**config.mk**
```make
export PLATFORM = sky130hd
export DESIGN_NAME = uart_tx
export DESIGN_NICKNAME = d
export VERILOG_FILES = /design/src/rtl/uart_tx.sv
export SDC_FILE = /design/constraint.sdc
export NUM_CORES = 1
export LEC_CHECK = 0
export BUFFER_PORTS_ARGS = -buffer_cell sky130_fd_sc_hd__buf_2
export CAP_MARGIN = 20
export CORE_MARGIN = 4
export CORE_UTILIZATION = 60
export DETAILED_ROUTE_END_ITERATION = 8
export HOLD_SLACK_MARGIN = 0.06
export PLACE_DENSITY = 0.77
export SETUP_SLACK_MARGIN = 0.05
export SKIP_CTS_REPAIR_TIMING = 1
export SLEW_MARGIN = 20
export SYNTH_ARGS = -nofsm -noshare
export SYNTH_HDL_FRONTEND = slang
export SYNTH_SLANG_ARGS = --single-unit
export TNS_END_PERCENT = 5
```
**constraint.sdc**
```tcl
create_clock -name clk -period 7.6 [get_ports clk]
set_clock_uncertainty 0.1 [all_clocks]
set_input_delay 0.38 -clock clk [delete_from_list [all_inputs] [get_ports clk]]
set_output_delay 0.38 -clock clk [all_outputs]
set_load 0.01 [all_outputs]
```
**src/rtl/uart_tx.sv**
```systemverilog
`default_nettype none
// ============================================================================
//  Module      : uart_tx
//  Description : 8N1 UART transmitter with byte FIFO and CTS# flow control.
//                Define UART_TX_PARITY_EN for 8E1 framing with an even parity bit.
//  Revision    : 1.0 - initial release
// ============================================================================
module uart_tx #(
    parameter int CLK_HZ  = 12000000,
    parameter int BAUD    = 115200,
    parameter int FIFO_AW = 4
) (
    input  logic             clk,
    input  logic             reset,
    input  logic [7:0]       data_in,
    input  logic             data_valid,
    output logic             data_ready,
    input  logic             cts,
    output logic             tx,
    output logic             busy,
    output logic [FIFO_AW:0] fifo_count
);

    localparam int               c_CLKS_PER_BIT = CLK_HZ / BAUD;
    localparam int               c_BW           = $clog2(c_CLKS_PER_BIT + 1);
    localparam logic [c_BW-1:0]  c_BAUD_LAST    = c_BW'(c_CLKS_PER_BIT - 1);
    localparam int               c_DEPTH        = 2 ** FIFO_AW;
    localparam logic [FIFO_AW:0] c_FULL         = (FIFO_AW + 1)'(c_DEPTH);

    localparam logic [2:0] S_IDLE   = 3'd0;
    localparam logic [2:0] S_START  = 3'd1;
    localparam logic [2:0] S_DATA   = 3'd2;
    localparam logic [2:0] S_STOP   = 3'd3;
`ifdef UART_TX_PARITY_EN
    localparam logic [2:0] S_PARITY = 3'd4;
`endif

    logic [7:0]         r_mem [c_DEPTH];
    logic [FIFO_AW-1:0] r_wr_ptr;
    logic [FIFO_AW-1:0] r_rd_ptr;
    logic [FIFO_AW:0]   r_count;
    logic               r_cts_meta;
    logic               r_cts_s;
    logic [2:0]         r_state;
    logic [c_BW-1:0]    r_baud;
    logic [2:0]         r_bit_idx;
    logic [7:0]         r_shift;
    logic               r_tx;
`ifdef UART_TX_PARITY_EN
    logic               r_parity;
`endif

    logic w_push;
    logic w_pop;
    logic w_empty;
    logic w_baud_end;
    logic w_tx_next;

    assign data_ready = (r_count != c_FULL);
    assign w_empty    = (r_count == '0);
    assign w_push     = data_valid && data_ready;
    assign w_baud_end = (r_baud == c_BAUD_LAST);
    // CTS is only consulted when a new frame could begin, never mid-frame.
    assign w_pop      = !w_empty && !r_cts_s &&
                        ((r_state == S_IDLE) || ((r_state == S_STOP) && w_baud_end));

    assign tx         = r_tx;
    assign fifo_count = r_count;
    assign busy       = (r_state != S_IDLE) || !w_empty;

    always_comb begin
        w_tx_next = 1'b1;
        case (r_state)
            S_START:  w_tx_next = 1'b0;
            S_DATA:   w_tx_next = r_shift[0];
`ifdef UART_TX_PARITY_EN
            S_PARITY: w_tx_next = r_parity;
`endif
            default:  w_tx_next = 1'b1;
        endcase
    end

    // Storage is not reset; pointers define what is valid.
    always_ff @(posedge clk) begin
        if (w_push) r_mem[r_wr_ptr] <= data_in;
    end

    always_ff @(posedge clk or posedge reset) begin
        if (reset) begin
            r_wr_ptr <= '0;
            r_rd_ptr <= '0;
            r_count  <= '0;
        end else begin
            if (w_push) r_wr_ptr <= r_wr_ptr + 1'b1;
            if (w_pop)  r_rd_ptr <= r_rd_ptr + 1'b1;
            case ({w_push, w_pop})
                2'b10:   r_count <= r_count + 1'b1;
                2'b01:   r_count <= r_count - 1'b1;
                default: r_count <= r_count;
            endcase
        end
    end

    // Synchroniser resets to "not clear to send" so nothing starts before cts is seen.
    always_ff @(posedge clk or posedge reset) begin
        if (reset) begin
            r_cts_meta <= 1'b1;
            r_cts_s    <= 1'b1;
        end else begin
            r_cts_meta <= cts;
            r_cts_s    <= r_cts_meta;
        end
    end

    always_ff @(posedge clk or posedge reset) begin
        if (reset) begin
            r_state   <= S_IDLE;
            r_baud    <= '0;
            r_bit_idx <= '0;
            r_shift   <= '0;
            r_tx      <= 1'b1;
`ifdef UART_TX_PARITY_EN
            r_parity  <= 1'b0;
`endif
        end else begin
            r_tx <= w_tx_next;
            case (r_state)
                S_IDLE: begin
                    r_baud <= '0;
                    if (w_pop) r_state <= S_START;
                end
                S_START: begin
                    if (w_baud_end) begin
                        r_state   <= S_DATA;
                        r_baud    <= '0;
                        r_bit_idx <= '0;
                    end else begin
                        r_baud <= r_baud + 1'b1;
                    end
                end
                S_DATA: begin
                    if (w_baud_end) begin
                        r_baud  <= '0;
                        r_shift <= r_shift >> 1;
                        if (r_bit_idx == 3'd7) begin
`ifdef UART_TX_PARITY_EN
                            r_state <= S_PARITY;
`else
                            r_state <= S_STOP;
`endif
                        end else begin
                            r_bit_idx <= r_bit_idx + 3'd1;
                        end
                    end else begin
                        r_baud <= r_baud + 1'b1;
                    end
                end
`ifdef UART_TX_PARITY_EN
                S_PARITY: begin
                    if (w_baud_end) begin
                        r_state <= S_STOP;
                        r_baud  <= '0;
                    end else begin
                        r_baud <= r_baud + 1'b1;
                    end
                end
`endif
                S_STOP: begin
                    if (w_baud_end) begin
                        r_baud  <= '0;
                        r_state <= w_pop ? S_START : S_IDLE;
                    end else begin
                        r_baud <= r_baud + 1'b1;
                    end
                end
                default: begin
                    r_state <= S_IDLE;
                    r_baud  <= '0;
                end
            endcase
            if (w_pop) begin
                r_shift  <= r_mem[r_rd_ptr];
`ifdef UART_TX_PARITY_EN
                r_parity <= ^r_mem[r_rd_ptr];
`endif
            end
        end
    end

endmodule
`default_nettype wire

```
### After elaboration in Yosys (flattened, before gate mapping)

Memories as Yosys holds them, arrays and structs flattened.
Index checks and enable logic that the tools add are counted.

* reductions and logical operators: 19
* $add $sub $neg: 6
* eq/ne operators: 14
* multiplexer cells: 20

Operators with widths (count)
* 3-bit 2-to-1 mux: 8
* 8-bit 2-to-1 mux: 3
* 7-bit 2-to-1 mux: 2
* 2-bit inequality test (second input constant): 6
* 3-bit case mux with 4 select lines: 1
* 5-bit case mux with 2 select lines: 1
* 4-bit by 1-bit adder with 4-bit output (second input constant): 2
* 2-bit nonzero test: 4
* 7-bit by 1-bit adder with 7-bit output (second input constant): 1
* 7-bit == test (second input constant): 1
* 3-bit by 2-bit == test with 1-bit output (second input constant): 2
* 3-bit case mux with 2 select lines: 1
* 5-bit by 1-bit adder with 5-bit output (second input constant): 1
* 5-bit logical NOT: 1
* 5-bit inequality test (second input constant): 1
* 5-bit AND reduction: 1
* 5-bit by 1-bit subtractor with 5-bit output (second input constant): 1
* 1-bit logical AND: 4
* 4-bit AND reduction: 1
* 3-bit by 1-bit adder with 3-bit output (second input constant): 1
* 3-bit by 1-bit == test with 1-bit output (second input constant): 1
* 3-bit == test (second input constant): 1
* 3-bit logical NOT: 1
* 1-bit 2-to-1 mux: 3
* 8 further kinds: 10

* flip-flop bits (word level): 37
* memories: 1
* memory bits (writable): 128
* input port bits: 12

Memory list
* r_mem: depth 16, bits a word 8, rd ports 1, clocked after Yosys merged registers in 0, write ports 1, RTL line 38 `logic [7:0] r_mem [c_DEPTH];`

### Longest topological paths before layout

* word-level depth: 7
* mapped depth: 14
* depth with buffers taken out: 12

### Least setup slack after synthesis

OpenSTA, ideal clock, no wires.

* path type: reg2reg
* start point: register r_count[1] (netlist: fifo_count[1])
* end point: register r_count[4] (netlist: fifo_count[4])
* path buffers: 3
* data required time: 7.366 ns
* stages on the path, launching flop included: 15
* period minus slack after synthesis: 3.025 ns
* setup time: 0.134 ns
* arrival: 2.791 ns
* slack: 4.575 ns
* cell sequence: dfrtp_1 > buf_6 > or4_4 > o21bai_4 > or2_2 > buf_8 > inv_1 > ha_1 > clkbuf_1 > xor2_1 > ha_1 > and3b_1 > o21ai_0 > a31oi_1 > xor2_1

* longest elaborated chain between the ends: 6
* elaborated cells on any way between the ends: 12
* those cells by class: add/sub (2); eq/ne (3); mux (1); reduce/logical (6)

RTL lines
* start, declared: RTL line 41 `logic [FIFO_AW:0] r_count;`
* start signal, assigned: RTL line 97 `2'b10: r_count <= r_count + 1'b1;`
* start signal, assigned: RTL line 98 `2'b01: r_count <= r_count - 1'b1;`
* start signal, assigned: RTL line 99 `default: r_count <= r_count;`
* 5-bit logical NOT: RTL line 60 `assign w_empty = (r_count == '0);`
* 1-bit logical NOT: RTL line 64 `assign w_pop = !w_empty && !r_cts_s &&`
* 1-bit logical AND (2 in a row): RTL line 64
* 2-bit by 1-bit == test with 1-bit output / 2-bit == test (equally long branches): RTL line 96 `case ({w_push, w_pop})`
* 5-bit case mux with 2 select lines / 2-bit nonzero test (equally long branches)

Parallel ways exist; a longest one is shown, timed or not.
A chain may end at the register's enable or synchronous reset.

### Worst setup path in the final report

* start point: register r_count[0] (netlist: fifo_count[0])
* end point: register r_count[4] (netlist: fifo_count[4])

Same word-level chain as after synthesis.

==> flow_summary.json <==
{
  "cp-startpoint": "fifo_count[0]",
  "core_area_sq_mm": 0.0111,
  "ys_seq_elements": 164,
  "drive_gt1_share_pct": 23.2,
  "overflow": 0,
  "crit_type": "flop to flop",
  "cts.htree.levels": 4,
  "totalPowerFinal_w": 0.00280,
  "cp.required_ns": 7.78,
  "cts_tree": "built",
  "die_h_um": 115,
  "hold_viol_final": 0,
  "worstHoldStart": "r_cts_meta",
  "status": "complete, no violations",
  "crit_fanout": 11,
  "numCtsBuffers": 17,
  "r2r_cells": 11,
  "drtIter0Drc": 244,
  "synth_cells": 387,
  "critPathSlowestCell": "or4_4",
  "synthFlopType": "edfxtp_1",
  "slew_headroom_pct": 34.7,
  "r2r_start": "fifo_count[0]",
  "placed_area_sq_mm": 0.00712,
  "synth_edf_count": 128,
  "grt_max_degree": 37,
  "synth_nets": 414,
  "clkLatencyLatePin_ns": 0.42,
  "die_w_um": 115,
  "max_stage_delay_ns": 0.59,
  "dieArea_sq_mm": 0.0133,
  "start_util_pct": 62.5,
  "layout_common_cells": "128 x edfxtp_1, 32 x mux4_2, 31 x mux2i_1, 31 x dfrtp_1, 19 x buf_2",
  "fp-row-count": 38,
  "timing.final.crit_period_ns": 3.23,
  "drc": 0,
  "drv_slew": 0,
  "synth_warnings": 0,
  "yosysUniqueCellTypes": 48,
  "cts_root_buffer": "clkbuf_16",
  "place_ws_ns": 4.42,
  "viasPerCell": 6.05,
  "cp-start-kind": "flop",
  "grt.total_usage_pct": 20.8,
  "netlist_top_cells_area": "edfxtp_1 55%, dfrtp_1 12%, mux4_2 10%",
  "tightest_slew_ns": 0.980,
  "final_area_sq_mm": 0.00765,
  "drt-total-wl_um": 12400,
  "max_cap_violations": 0,
  "antenna_left": 0,
  "setup_tns_ns": 0,
  "clock_path_buffers": 2,
  "synth_area_sq_mm": 0.00693,
  "peakVddDrop_mv": 0.241,
  "cp_cell_sequence": "or4_4 > o21bai_4 > or2_2 > inv_1 > ha_1 > xor2_1 > ha_1 > and3b_1 > o21ai_0 > a31oi_1 > xor2_1",
  "synth_top_area_share_pct": 55.5,
  "grt_pass1_wl_um": 19900,
  "worst_slack_ns": 4.37,
  "drt_pass1_iterations": 4,
  "fin_crit_sh_pct": 42.5,
  "wl_per_cell_um": 21.8,
  "final_common_cell": "edfxtp_1",
  "diodes": 0,
  "final_nets": 441,
  "p_leak_nw": 2.83,
  "numClockSinks": 164,
  "syn_avg_cell_area_sq_um": 17.9,
  "holdPathStages": 0,
  "yosysTopAreaCell": "edfxtp_1",
  "crit_buf_inv": 1,
  "portBuffers": 19,
  "hold_path.class": "flop to flop",
  "max_freq_ghz": 0.310,
  "cp_num_cells": 11,
  "io_pins": 20,
  "vias": 3431,
  "routabilityCongestion": 0.786,
  "ys_seq_area_share_pct": 68.5,
  "dp_hpwl_um": 7600,
  "worstSetupEndpointType": "flop",
  "synthArstFlopShare_pct": 22.0,
  "antenna_found_initial": 0,
  "grt_pass1_vias": 3530,
  "critPathTopFamily": "simple AND/OR/NAND/NOR gates",
  "syn_to_final_growth_pct": 10.5,
  "critPathArrivalTime_ns": 3.41,
  "clk_pin_slew_ns": 0.06,
  "rsz0062_at_grt": "no",
  "pwr_density_cell_mw_per_mm2": 366,
  "finalSetupViolations": 0
}
==> metal layers <==
layer  share of wire, %  up-vias  global-route usage, %
li1                   -     1558                      -
met3                5.6       14                   4.44
met5                  0        -                      0
met2                 50       88                   32.2
met4                1.5        0                   7.75
met1                 43     1771                   29.7
==> where the power goes <==
| part | internal [W] | switching [W] |
|---|---|---|
| clock network | 0.000444 | 0.000308 |
| logic | 0.000397 | 0.000368 |
| registers | 0.00112 | 0.000168 |
| total | 0.00196 | 0.000843 |
==> synth_stat cells, drive strengths merged (8+ instances only) <==
cell type,number
edfxtp,128
dfrtp,33
mux4,32
mux2i,31
buf,17
nor2,16
ha,15
mux2,12
nand2,11
xor2,9
inv,8
nor3,8
==> cells by family after synthesis <==
| logic type | after synthesis | share of synthesized area, % |
|---|---|---|
| AO/OA/AOI/OAI | 27 | 2.89 |
| XOR/XNOR | 16 | 2.02 |
| adder cells (fa/ha/maj) | 15 | 2.71 |
| buffers and inverters | 27 | 2.24 |
| flip-flops | 164 | 68.5 |
| multiplexers | 75 | 16.8 |
| AND/OR/NAND/NOR | 63 | 4.79 |
==> flip-flops by register name, summed over array words and instances, names as in the netlist <==
register and flops:
fifo_count 5, r_baud 7, r_bit_idx 3, r_cts_meta 1
r_cts_s 1, r_mem 128, r_rd_ptr 4, r_shift 8
r_state 2, r_wr_ptr 4, tx 1
==> through the flow <==
stage / util, % / hold slack, ns / cells
6_report: 69.1 / 0.262 / 567
3_3_place_gp: 64.3 / 0.247 / 533
4_1_cts: 68.9 / -0.0512 / 565
2_1_floorplan: - / 0.245 / 387
3_5_place_dp: 64.3 / 0.253 / 533
5_1_grt: 69.1 / 0.264 / 567
==> layout make-up <==
type | instances | area (sq um)
Inverter | 8 | 30.0
Timing Repair Buffer | 27 | 160
Sequential cell | 164 | 4750
Clock inverter | 8 | 60.1
Tap cell | 140 | 175
Clock buffer | 24 | 452
Fill cell | 716 | 3420
Multi-Input combinational cell | 196 | 2030
==> path summary, 6_finish.rpt <==
kind	to	slack [ns]
min in group asynchronous	fifo_count[0]	0.52
max in group asynchronous	tx	6.53
hold reg to reg	r_cts_s	0.26
hold / removal	r_cts_s	0.26
setup reg to reg	fifo_count[4]	4.37
setup / recovery	fifo_count[4]	4.37
Note: power is estimated with default switching activity, not from simulation.
